===== src/rtl/pcie_phy_pkg.sv =====
// Shared PHY definitions: comma symbol default, alignment FSM encodings,
// and a helper that sizes counters to hold a given maximum value.
package pcie_phy_pkg;

    localparam logic [7:0] COM_SYM_DEFAULT = 8'hBC;

    typedef enum logic [1:0] {
        ST_SEARCH = 2'd0,
        ST_COUNT  = 2'd1,
        ST_ACTIVE = 2'd2,
        ST_LOST   = 2'd3
    } align_state_e;

    function automatic int cnt_width(input int max_val);
        return (max_val < 1) ? 1 : $clog2(max_val + 1);
    endfunction

endpackage


===== src/rtl/sat_counter.sv =====
// Up-counter that sticks at MAX instead of wrapping; clear wins over enable.
module sat_counter #(
    parameter int              WIDTH = 4,
    parameter logic [WIDTH-1:0] MAX  = '1
) (
    input  logic             clk,
    input  logic             reset,
    input  logic             clr,
    input  logic             en,
    output logic [WIDTH-1:0] cnt
);

    logic [WIDTH-1:0] cnt_d;
    logic [WIDTH-1:0] cnt_q;

    always_comb begin
        cnt_d = cnt_q;
        if (clr) begin
            cnt_d = '0;
        end else if (en && (cnt_q != MAX)) begin
            cnt_d = cnt_q + WIDTH'(1);
        end
    end

    always_ff @(posedge clk) begin
        if (!reset) begin
            cnt_q <= '0;
        end else begin
            cnt_q <= cnt_d;
        end
    end

    assign cnt = cnt_q;

endmodule


===== src/rtl/rx_align_ctrl.sv =====
// Byte-alignment controller: hunts for comma symbols, requests bit slips,
// locks after a run of commas and forwards data bytes while aligned.
//
// state     | meaning
// ----------+------------------------------------------------------------
// ST_SEARCH | hunting for a comma; slip after MISS_LIMIT misses
// ST_COUNT  | counting consecutive commas toward lock
// ST_ACTIVE | aligned; non-comma bytes forwarded, run length watched
// ST_LOST   | one-cycle drop after too long without a comma
module rx_align_ctrl
    import pcie_phy_pkg::*;
#(
    parameter logic [7:0] COM_SYM    = COM_SYM_DEFAULT,
    parameter int         LOCK_COMS  = 4,
    parameter int         MISS_LIMIT = 8,
    parameter int         MAX_RUN    = 64
) (
    input  logic       clk_4f,
    input  logic       reset,
    input  logic [7:0] byte_in,
    input  logic       byte_strobe,
    input  logic       relock,
    output logic       slip,
    output logic       active,
    output logic [7:0] data_out,
    output logic       valid_out,
    output logic [1:0] state_out
);

    localparam int COM_W  = cnt_width(LOCK_COMS);
    localparam int MISS_W = cnt_width(MISS_LIMIT);
    localparam int RUN_W  = cnt_width(MAX_RUN);

    align_state_e state_d, state_q;
    logic         slip_d, slip_q;
    logic         valid_d, valid_q;
    logic [7:0]   data_d, data_q;

    logic              com_clr, com_en;
    logic              miss_clr, miss_en;
    logic              run_clr, run_en;
    logic [COM_W-1:0]  com_cnt;
    logic [MISS_W-1:0] miss_cnt;
    logic [RUN_W-1:0]  run_cnt;
    logic              is_com;

    assign is_com = (byte_in == COM_SYM);

    sat_counter #(.WIDTH(COM_W), .MAX(COM_W'(LOCK_COMS))) u_com_cnt (
        .clk   (clk_4f),
        .reset (reset),
        .clr   (com_clr),
        .en    (com_en),
        .cnt   (com_cnt)
    );

    sat_counter #(.WIDTH(MISS_W), .MAX(MISS_W'(MISS_LIMIT))) u_miss_cnt (
        .clk   (clk_4f),
        .reset (reset),
        .clr   (miss_clr),
        .en    (miss_en),
        .cnt   (miss_cnt)
    );

    sat_counter #(.WIDTH(RUN_W), .MAX(RUN_W'(MAX_RUN))) u_run_cnt (
        .clk   (clk_4f),
        .reset (reset),
        .clr   (run_clr),
        .en    (run_en),
        .cnt   (run_cnt)
    );

    always_comb begin
        state_d  = state_q;
        slip_d   = 1'b0;
        valid_d  = 1'b0;
        data_d   = data_q;
        com_clr  = 1'b0;
        com_en   = 1'b0;
        miss_clr = 1'b0;
        miss_en  = 1'b0;
        run_clr  = 1'b0;
        run_en   = 1'b0;

        if (relock) begin
            // relock discards any coincident byte
            state_d  = ST_SEARCH;
            com_clr  = 1'b1;
            miss_clr = 1'b1;
            run_clr  = 1'b1;
        end else begin
            case (state_q)
                ST_SEARCH: begin
                    if (byte_strobe) begin
                        if (is_com) begin
                            // com_cnt is always zero on entry to SEARCH
                            com_en   = 1'b1;
                            miss_clr = 1'b1;
                            state_d  = (LOCK_COMS <= 1) ? ST_ACTIVE : ST_COUNT;
                        end else if (miss_cnt == MISS_W'(MISS_LIMIT - 1)) begin
                            slip_d   = 1'b1;
                            miss_clr = 1'b1;
                        end else begin
                            miss_en = 1'b1;
                        end
                    end
                end
                ST_COUNT: begin
                    if (byte_strobe) begin
                        if (is_com) begin
                            com_en = 1'b1;
                            if (com_cnt == COM_W'(LOCK_COMS - 1)) begin
                                state_d = ST_ACTIVE;
                            end
                        end else begin
                            com_clr = 1'b1;
                            state_d = ST_SEARCH;
                        end
                    end
                end
                ST_ACTIVE: begin
                    if (byte_strobe) begin
                        if (is_com) begin
                            run_clr = 1'b1;
                        end else begin
                            valid_d = 1'b1;
                            data_d  = byte_in;
                            run_en  = 1'b1;
                            if (run_cnt == RUN_W'(MAX_RUN - 1)) begin
                                state_d = ST_LOST;
                            end
                        end
                    end
                end
                ST_LOST: begin
                    state_d  = ST_SEARCH;
                    com_clr  = 1'b1;
                    miss_clr = 1'b1;
                    run_clr  = 1'b1;
                end
                default: begin
                    state_d = ST_SEARCH;
                end
            endcase
        end
    end

    always_ff @(posedge clk_4f) begin
        if (!reset) begin
            state_q <= ST_SEARCH;
            slip_q  <= 1'b0;
            valid_q <= 1'b0;
            data_q  <= 8'h00;
        end else begin
            state_q <= state_d;
            slip_q  <= slip_d;
            valid_q <= valid_d;
            data_q  <= data_d;
        end
    end

    assign slip      = slip_q;
    assign active    = (state_q == ST_ACTIVE);
    assign valid_out = valid_q;
    assign data_out  = data_q;
    assign state_out = state_q;

endmodule

===== config.mk =====
export PLATFORM = sky130hd
export DESIGN_NAME = rx_align_ctrl
export DESIGN_NICKNAME = d
export VERILOG_FILES = /design/src/rtl/pcie_phy_pkg.sv /design/src/rtl/sat_counter.sv /design/src/rtl/rx_align_ctrl.sv
export SDC_FILE = /design/constraint.sdc
export NUM_CORES = 1
export LEC_CHECK = 0
export ABC_CLOCK_PERIOD_IN_PS = 3600
export BUFFER_PORTS_ARGS = -buffer_cell sky130_fd_sc_hd__buf_2
export CORE_MARGIN = 5
export CORE_UTILIZATION = 59
export CTS_CLUSTER_SIZE = 24
export DETAILED_ROUTE_END_ITERATION = 12
export HOLD_SLACK_MARGIN = 0.08
export PLACE_DENSITY = 0.84
export SKIP_CTS_REPAIR_TIMING = 1
export SLEW_MARGIN = 20
export SYNTH_ARGS = -nofsm -noshare
export SYNTH_HDL_FRONTEND = slang
export SYNTH_SLANG_ARGS = --single-unit

===== constraint.sdc =====
create_clock -name clk_4f -period 3.6 [get_ports clk_4f]
set_clock_uncertainty 0.05 [all_clocks]
set_input_delay 0.72 -clock clk_4f [delete_from_list [all_inputs] [get_ports clk_4f]]
set_output_delay 0.72 -clock clk_4f [all_outputs]
set_load 0.05 [all_outputs]

# Yosys cells after proc, flatten, opt, wreduce, memory -nomap -nowiden
# Index checks and enable logic that the tools add are counted.
[totals]
output_inout_bits = 13
in_bits = 12
regBits = 26
[op_classes]
bitwise_logic = 5
n_mux = 31
eq_ne = 17
addsub = 3
n_reduce_logical = 12
[op_table]
columns = ["cell", "count"]
rows = [
  ["$mux 1", 19],
  ["$mux 2", 8],
  ["$ne 2x2->1 const B", 5],
  ["$reduce_or 2->1", 5],
  ["$eq 8x8->1 const B", 1],
  ["$pmux 2 s4", 1],
  ["$add 7x1->7 const B", 1],
  ["$eq 7x6->1 const B", 1],
  ["$ne 7x7->1 const B", 1],
  ["$reduce_and 7->1", 1],
  ["$ne 3x3->1 const B", 2],
  ["$pmux 1 s2", 3],
  ["$not 1->1", 5],
  ["$reduce_or 5->1", 1],
  ["$add 4x1->4 const B", 1],
  ["$eq 2x2->1 const B", 2],
  ["$eq 4x3->1 const B", 1],
  ["$ne 4x4->1 const B", 1],
  ["$reduce_and 4->1", 1],
  ["$add 3x1->3 const B", 1],
  ["$eq 3x2->1 const B", 1],
  ["$logic_and 1x1->1", 3],
  ["$eq 2x1->1 const B", 1],
  ["$logic_not 2->1", 1],
  ["$ne 2x1->1 const B", 1],
]

# Longest topological paths before layout
# Gate-level depths: netlist (run 1).
[logic_depth]
ltp_word = 7
depth_mapped = 8

# Hierarchy
# Synthesis (run 1) repeated with hierarchy kept, for this count alone.
[unflattened]
cells_unflattened = 158
hier_area_um2 = 1482.7
[modules_own_cells]
columns = ["module", "seq_area_each_um2", "cells_per_inst", "area_each_um2", "instances"]
rows = [
  ["rx_align_ctrl", 240.2, 75, 745.7, 1],
  ["sat_counter at u_run_cnt", 140.1, 42, 350.3, 1],
  ["sat_counter at u_miss_cnt", 80.1, 24, 205.2, 1],
  ["sat_counter at u_com_cnt", 60.1, 17, 181.4, 1],
]

# Least setup slack after synthesis (run 1)
# OpenSTA, ideal clock, no wires.
[synth_path]
path_kind = "register to register"
start = "reg (tool-made name)"
end = "reg u_run_cnt.cnt_q[5], in the netlist u_run_cnt.cnt[5]"
path_buffers = 1
t_required_ns = 3.420
synth_period_minus_slack_ns = 2.568
stages_incl_launch_ff = 8
arrival_time_ns = 2.387
setup_ns = 0.130
path_slack_ns = 1.032
path_cell_list = "dfxtp_1 -> ha_1 -> nand2_1 -> a211oi_4 -> buf_6 -> nand4_1 -> xor2_1 -> nor2_1"
[synth_rtl]
columns = ["item", "line_no", "rtl"]
rows = [
  ["end signal, assigned", "sat_counter.sv:29", "cnt_q <= cnt_d;"],
  ["end, declared", "sat_counter.sv:14", "logic [WIDTH-1:0] cnt_q;"],
]

# Final worst setup path (run 1)
[layout_path]
start = "reg state_q[0], in the netlist state_out[0]"
end = "out active"
[layout_via]
elab_chain_cells = 1
[layout_rtl]
columns = ["item", "line_no", "rtl"]
rows = [
  ["start, declared", "rx_align_ctrl.sv:34", "align_state_e state_d, state_q;"],
  ["start signal, assigned", "rx_align_ctrl.sv:155", "state_q <= state_d;"],
  ["$eq 2x2->1", "rx_align_ctrl.sv:163", "assign active = (state_q == ST_ACTIVE);"],
  ["end, declared", "rx_align_ctrl.sv:24", "output logic active,"],
]
# Every way passes these cells.

==> qor.yml, run 1 <==
status:
  status: "complete, no violations"
routing:
  vias: 1139
  drt_first_iter_violations: 90
  firstDrtPassIters: 5
  wl_per_cell_um: 15.04
  drc: 0
  ant_nets: 0
  wl_um: 3024
  vias_per_cell: 5.667
floorplan:
  num_rows: 17
  die_h_um: 59.13
  die_x_um: 59.13
  num_io_pins: 25
  die_area_sq_um: 3496
  start_util_pct: 63.15
  core_sq_um: 2255
finish:
  antennaDiodeCount: 0
  synthToLayoutAreaGrowth_pct: 14.06
  num-nets-final: 198
  drive_above_1_share_pct: 21.97
  regArea_sq_um: 520.5
  nFillCells: 185
  postLayoutCellArea_sq_um: 1624
  multi_input_area_sq_um: 850.8
yosys:
  synth-main-ff-cell: "dfxtp_1"
  synth_area_per_cell_sq_um: 9.753
  synthDistinctLibCells: 36
  synth_commonest_cells: "26 x dfxtp_1, 17 x nor2_1, 12 x ha_1"
  synth_area_leaders: "dfxtp_1 37%, ha_1 11%, mux2i_1 7.7%, nor2_1 4.5%, nor2b_1 4.4%"
  ys_warn_count: 0
  synth_top_cell_area_share_pct: 36.56
  synth_most_common_cell: "dfxtp_1"
  syn_inst: 146
  synth_top_cell_by_area: "dfxtp_1"
  syn_area_sq_um: 1424
  synth_nets: 170
  synth-seq-cells: 26
  synthArstFlopShare_pct: 0
  synth_edf_count: 0
  synth_seq_area_share_pct: 36.56
global_routing:
  grt_max_degree: 16
  grt_pass1_vias: 1122
  overflow: 0
  antenna_found_initial: 0
  grt_use_total_pct: 19.18
  grt_pass1_wl_um: 5092
clock_tree:
  cts_root_buffer: "clkbuf_4"
  path_clk_slew_ns: 0.14
  cts_buffers: 3
  insertion_delay_ns: 0.32
  cts_tree: "built"
  htreeDepth: 1
  cts.sinks: 26
  cts.path.max_buffers: 2
placement:
  placed_cell_area_sq_um: 1572
  place_hpwl_um: 2321
  io_buffers: 24
  routabilityCongestion: 0.8834
flow_run:
  drv_cap: 0
timing:
  worst_pin_slew_ns: 0.5611
  rsz0062_at_grt: "false"
  max_clock_freq_ghz: 0.4619
  setup_violations: 0
  finalCriticalPeriod_ns: 2.165
  slew_violations: 0
  slew-limit-headroom_pct: 62.34
  timing.final.crit_share_pct: 60.13
  tns_ns: 0
  hold_violations: 0
  hold_ws_ns: 0.4802
setup_path:
  cpMaxStageDelayCell: "dfxtp_1"
  worstSetupEndpointType: "output port"
  required_ns: 2.83
  critPathKind: "flip-flop to output port"
  worstPathCellList: "inv_1, ha_1, buf_2"
  r2r_slack_ns: 1.65
  cp_max_fo: 6
  startpoint_type: "flip-flop"
  arrival_ns: 1.39
  slowest_delay_ns: 0.38
power_and_ir_drop:
  p_per_area_nw_per_um2: 320.1
  ir_drop_uv: 277.5
  leakagePower_nw: 0.6476
hold_path:
  hp-class: "flip-flop to flip-flop"
[where the power goes]
part,internal (W),leakage (nW),switching [W]
Clock,0.000113,0.0279,0.0000884
Combinational,0.0000115,0.410,0.0000188
Sequential,0.000288,0.209,0.000000355
Total,0.000412,0.648,0.000108
[per-layer routing]
metal	vias to the layer above	part of all wire (%)	GRT usage, %
li1	557	-	-
met1	538	42	23.28
met2	36	50	32.81
met3	8	5.5	3.268
met4	0	2.2	8.738
met5	-	0	0
[cell families after synthesis]
kind of cell,after synthesis,share of synthesized area [%]
flip-flops,26,36.56
buffers and inverters,12,3.691
XOR/XNOR,10,6.151
AND/OR/NAND/NOR,57,23.46
AO/OA/AOI/OAI,18,11.86
multiplexers,11,7.733
adder cells (fa/ha/maj),12,10.54
[flip-flops by register name (all words and copies together), names as in the netlist, named ones only]
name / flops
u_run_cnt.cnt: 7
data_out: 8
u_miss_cnt.cnt: 4
state_out: 1
u_com_cnt.cnt: 3
slip: 1
valid_out: 1
[final cells by class]
class,instances,area share [%]
clock buffers,3,1.387
clock inverters,1,1.849
inverters,10,2.311
multi-input cells,108,52.39
flip-flops and latches,26,32.05
well taps,28,2.157
repair buffers,25,7.858
[critical path: cells and delay by family (launching register included)]
| kind | cells | cell delay, ns |
|---|---|---|
| buffers and inverters | 2 | 0.42 |
| adder cells (fa/ha/maj) | 1 | 0.26 |
| flip-flops | 1 | 0.38 |
[through the flow]
step	setup WS, ns	power (W)	instances	util, %
after global routing	1.355	0.0005430	201	72.03
after CTS	1.436	0.0005225	201	72.03
final	1.435	0.0005199	201	72.03
after detailed placement	1.310	0.0003239	197	69.70
after floorplan	1.032	0.0003100	146	-
after global placement	1.397	0.0003227	197	69.70
[placed cells by master (no fill, tap or decap), drive strengths merged, types with 2 or more instances in the layout]
cell type  instances
xor2               6
xnor2              4
dfxtp             26
inv               10
clkbuf             3
nor3               2
nor2              17
nand4              3
nand3              6
mux2i             11
nor4b              2
a211oi             5
ha                12
buf               25
nor2b             10
and3               3
o21ai              3
nand2              8
a21oi              4
o31ai              2
[worst paths after layout]
check,cells after the start,startpoint,end
worst max-delay path,3,state_out[0]$_SDFFE_PP0P_,active
worst min-delay path,2,u_miss_cnt.cnt[1]$_SDFFE_PP0P_,u_miss_cnt.cnt[1]$_SDFFE_PP0P_
worst max register to register,8,state_out[0]$_SDFFE_PP0P_,u_run_cnt.cnt[2]$_SDFFE_PP0P_
worst min register to register,2,u_miss_cnt.cnt[1]$_SDFFE_PP0P_,u_miss_cnt.cnt[1]$_SDFFE_PP0P_
Note: power is estimated with default switching activity, not from simulation.
==> inputs of run 2 (changes only) <==
--- a/config.mk
+++ b/config.mk
@@ -5,14 +5,14 @@
 export SDC_FILE = /design/constraint.sdc
 export NUM_CORES = 1
 export LEC_CHECK = 0
-export ABC_CLOCK_PERIOD_IN_PS = 3600
+export ABC_CLOCK_PERIOD_IN_PS = 2100
 export BUFFER_PORTS_ARGS = -buffer_cell sky130_fd_sc_hd__buf_2
 export CORE_MARGIN = 5
-export CORE_UTILIZATION = 59
+export CORE_UTILIZATION = 54
 export CTS_CLUSTER_SIZE = 24
 export DETAILED_ROUTE_END_ITERATION = 12
 export HOLD_SLACK_MARGIN = 0.08
-export PLACE_DENSITY = 0.84
+export PLACE_DENSITY = 0.78
 export SKIP_CTS_REPAIR_TIMING = 1
 export SLEW_MARGIN = 20
 export SYNTH_ARGS = -nofsm -noshare
==> constraint.sdc (replaced) <==
create_clock -name clk_4f -period 2.1 [get_ports clk_4f]
set_clock_uncertainty 0.05 [all_clocks]
set_input_delay 0.42 -clock clk_4f [delete_from_list [all_inputs] [get_ports clk_4f]]
set_output_delay 0.42 -clock clk_4f [all_outputs]
set_load 0.05 [all_outputs]
==> run 2 against run 1 <==
Compared with the run above:
- combinational power up 68%
- global-route usage down 2.3 points
- highest routed layer unchanged
- setup slack worse by 1.1 ns
- clock-buffer cell count unchanged
- register-to-register slack worse by 1.4 ns
- critical endpoint is now u_miss_cnt.cnt[0]$_SDFFE_PP0P_
- sequential share of layout area down 1.2 points
- largest power group unchanged
- utilization down 4.3 points
- non-clock buffer count up 7
- via count down 0.79%
- sequential cell count unchanged
==> qor.yml, run 2 (synthesis gave the netlist of run 1 again) <==
setup_path:
  required_ns: 2.27
  cpMaxStageDelayCell: "a311oi_1"
  worstSetupEndpointType: "flip-flop"
  arrival_ns: 1.97
  slowest_delay_ns: 0.49
  critPathBufInv: 0
  r2r_end: "u_miss_cnt.cnt[0]$_SDFFE_PP0P_"
  r2r_slack_ns: 0.30
  r2r_cells: 6
  r2r-start: "u_miss_cnt.cnt[1]$_SDFFE_PP0P_"
  startpoint_type: "flip-flop"
  critPathKind: "flip-flop to flip-flop"
  critPathTopFamily: "compound AO/OA/AOI/OAI gates"
  path_depth: 6
  cp_max_fo: 4
  worstPathCellList: "ha_1, and3b_1, a311oi_1, nand2_1, xnor2_1, nor2_1"
  crit_end: "u_miss_cnt.cnt[0]$_SDFFE_PP0P_"
  cp-startpoint: "u_miss_cnt.cnt[1]$_SDFFE_PP0P_"
timing:
  hold_violations: 0
  rsz0062_at_grt: "false"
  finalCriticalPeriod_ns: 1.802
  timing.final.crit_share_pct: 85.83
  slew_violations: 0
  worst_pin_slew_ns: 0.5290
  max_clock_freq_ghz: 0.5548
  slew-limit-headroom_pct: 64.50
  setup_violations: 0
global_routing:
  overflow: 0
  antenna_found_initial: 0
  grt_use_total_pct: 16.88
  grt_pass1_wl_um: 4830
  grt_max_degree: 16
  grt_pass1_vias: 1146
placement:
  routabilityCongestion: 0.8809
  place_hpwl_um: 2172
  dp.cells: 202
  io_buffers: 24
  placed_cell_area_sq_um: 1612
clock_tree:
  cts_buffers: 3
  cts_root_buffer: "clkbuf_4"
  cts.sinks: 26
  insertion_delay_ns: 0.33
  path_clk_slew_ns: 0.14
  cts_tree: "built"
  htreeDepth: 1
  cts.path.max_buffers: 2
floorplan:
  die_area_sq_um: 3764
  die_h_um: 61.35
  core_sq_um: 2500
  start_util_pct: 56.96
  num_rows: 18
  die_x_um: 61.35
  num_io_pins: 25
finish:
  largest_reg_flops: 8
  num-nets-final: 205
  antennaDiodeCount: 0
  postLayoutCellArea_sq_um: 1694
  drive_above_1_share_pct: 26.67
  most-common-layout-cells: "24 x dfxtp_1, 24 x buf_2, 17 x nor2_1, 11 x mux2i_1, 11 x ha_1"
  finalNonFillerCells: 210
  synthToLayoutAreaGrowth_pct: 18.98
routing:
  wl_per_cell_um: 13.36
  drc: 0
  firstDrtPassIters: 4
  vias_per_cell: 5.381
  vias: 1130
  drt_first_iter_violations: 33
  ant_nets: 0
  wl_um: 2805
power_and_ir_drop:
  p_per_area_nw_per_um2: 525.5
  p_total_w: 0.0008902
  ir_drop_uv: 528.3
  leakagePower_nw: 0.6856
hold_path:
  hp-class: "input pin to flip-flop"
flow_run:
  drv_cap: 0
status:
  status: "complete, no violations"
-- run 2: cell count changes in the layout (fill, tap and decap cells not counted) --
cell     previous run  this run
ha_4                0         1
dfxtp_1            26        24
dfxtp_2             0         2
buf_4               1         8
ha_1               12        11
-- run 2: worst min path at each step --
stage / cells past startpoint / slack (ns) / end / startpoint
2_1_floorplan: 2 / 0.40 / u_miss_cnt.cnt[1]$_SDFFE_PP0P_ / u_miss_cnt.cnt[1]$_SDFFE_PP0P_
3_3_place_gp: 2 / 0.41 / u_miss_cnt.cnt[1]$_SDFFE_PP0P_ / u_miss_cnt.cnt[1]$_SDFFE_PP0P_
3_5_place_dp: 2 / 0.43 / u_miss_cnt.cnt[1]$_SDFFE_PP0P_ / u_miss_cnt.cnt[1]$_SDFFE_PP0P_
4_1_cts: 3 / 0.32 / data_out[2]$_SDFFE_PN0P_ / byte_in[2]
5_1_grt: 3 / 0.35 / data_out[4]$_SDFFE_PN0P_ / byte_in[4]
6_report: 3 / 0.32 / data_out[2]$_SDFFE_PN0P_ / byte_in[2]
-- run 2: power breakdown --
group / internal, W / switching [W]
registers: 0.000494 / 0.000000495
clock network: 0.000193 / 0.000151
logic: 0.0000207 / 0.0000302
total: 0.000708 / 0.000182
-- run 2: area by class of cell --
| type | count | area [sq um] |
|---|---|---|
| tap | 30 | 37.54 |
| inverter | 10 | 37.54 |
| fill | 185 | 805.8 |
| clock buffer | 3 | 22.52 |
| sequential | 26 | 523.0 |
| clock inverter | 1 | 30.03 |
| multi-input combinational | 108 | 863.3 |
| timing repair buffer | 32 | 180.2 |
-- run 2: worst register-to-register path, delay by kind of cell (launching register included) --
family,cells,cell delay [ns]
DFF,1,0.35
xor gates and xnor gates,1,0.16
adders and majority gates,1,0.20
and+or+nand+nor,3,0.44
AOI/OAI and AO/OA,1,0.49
-- run 2: layer usage --
| metal | global-route usage, % | wire, um | vias to the layer above |
|---|---|---|---|
| li1 | - | - | 572 |
| met1 | 20.82 | 1290 | 530 |
| met2 | 29.46 | 1379 | 21 |
| met3 | 2.516 | 79 | 7 |
| met4 | 6.667 | 55 | 0 |
| met5 | 0 | 0 | - |
-- run 2: metrics by stage --
step                      hold slack [ns]  worst slack [ns]  TNS [ns]  util (%)
after floorplan                    0.4030           0.08592         0         -
after global placement             0.4129          -0.04023  -0.04023     64.46
after detailed placement           0.4333           -0.1105   -0.1298     64.46
after CTS                          0.3181          -0.05105  -0.05105     66.57
after global routing               0.3507            0.1451         0     67.77
final                              0.3219            0.2976         0     67.77
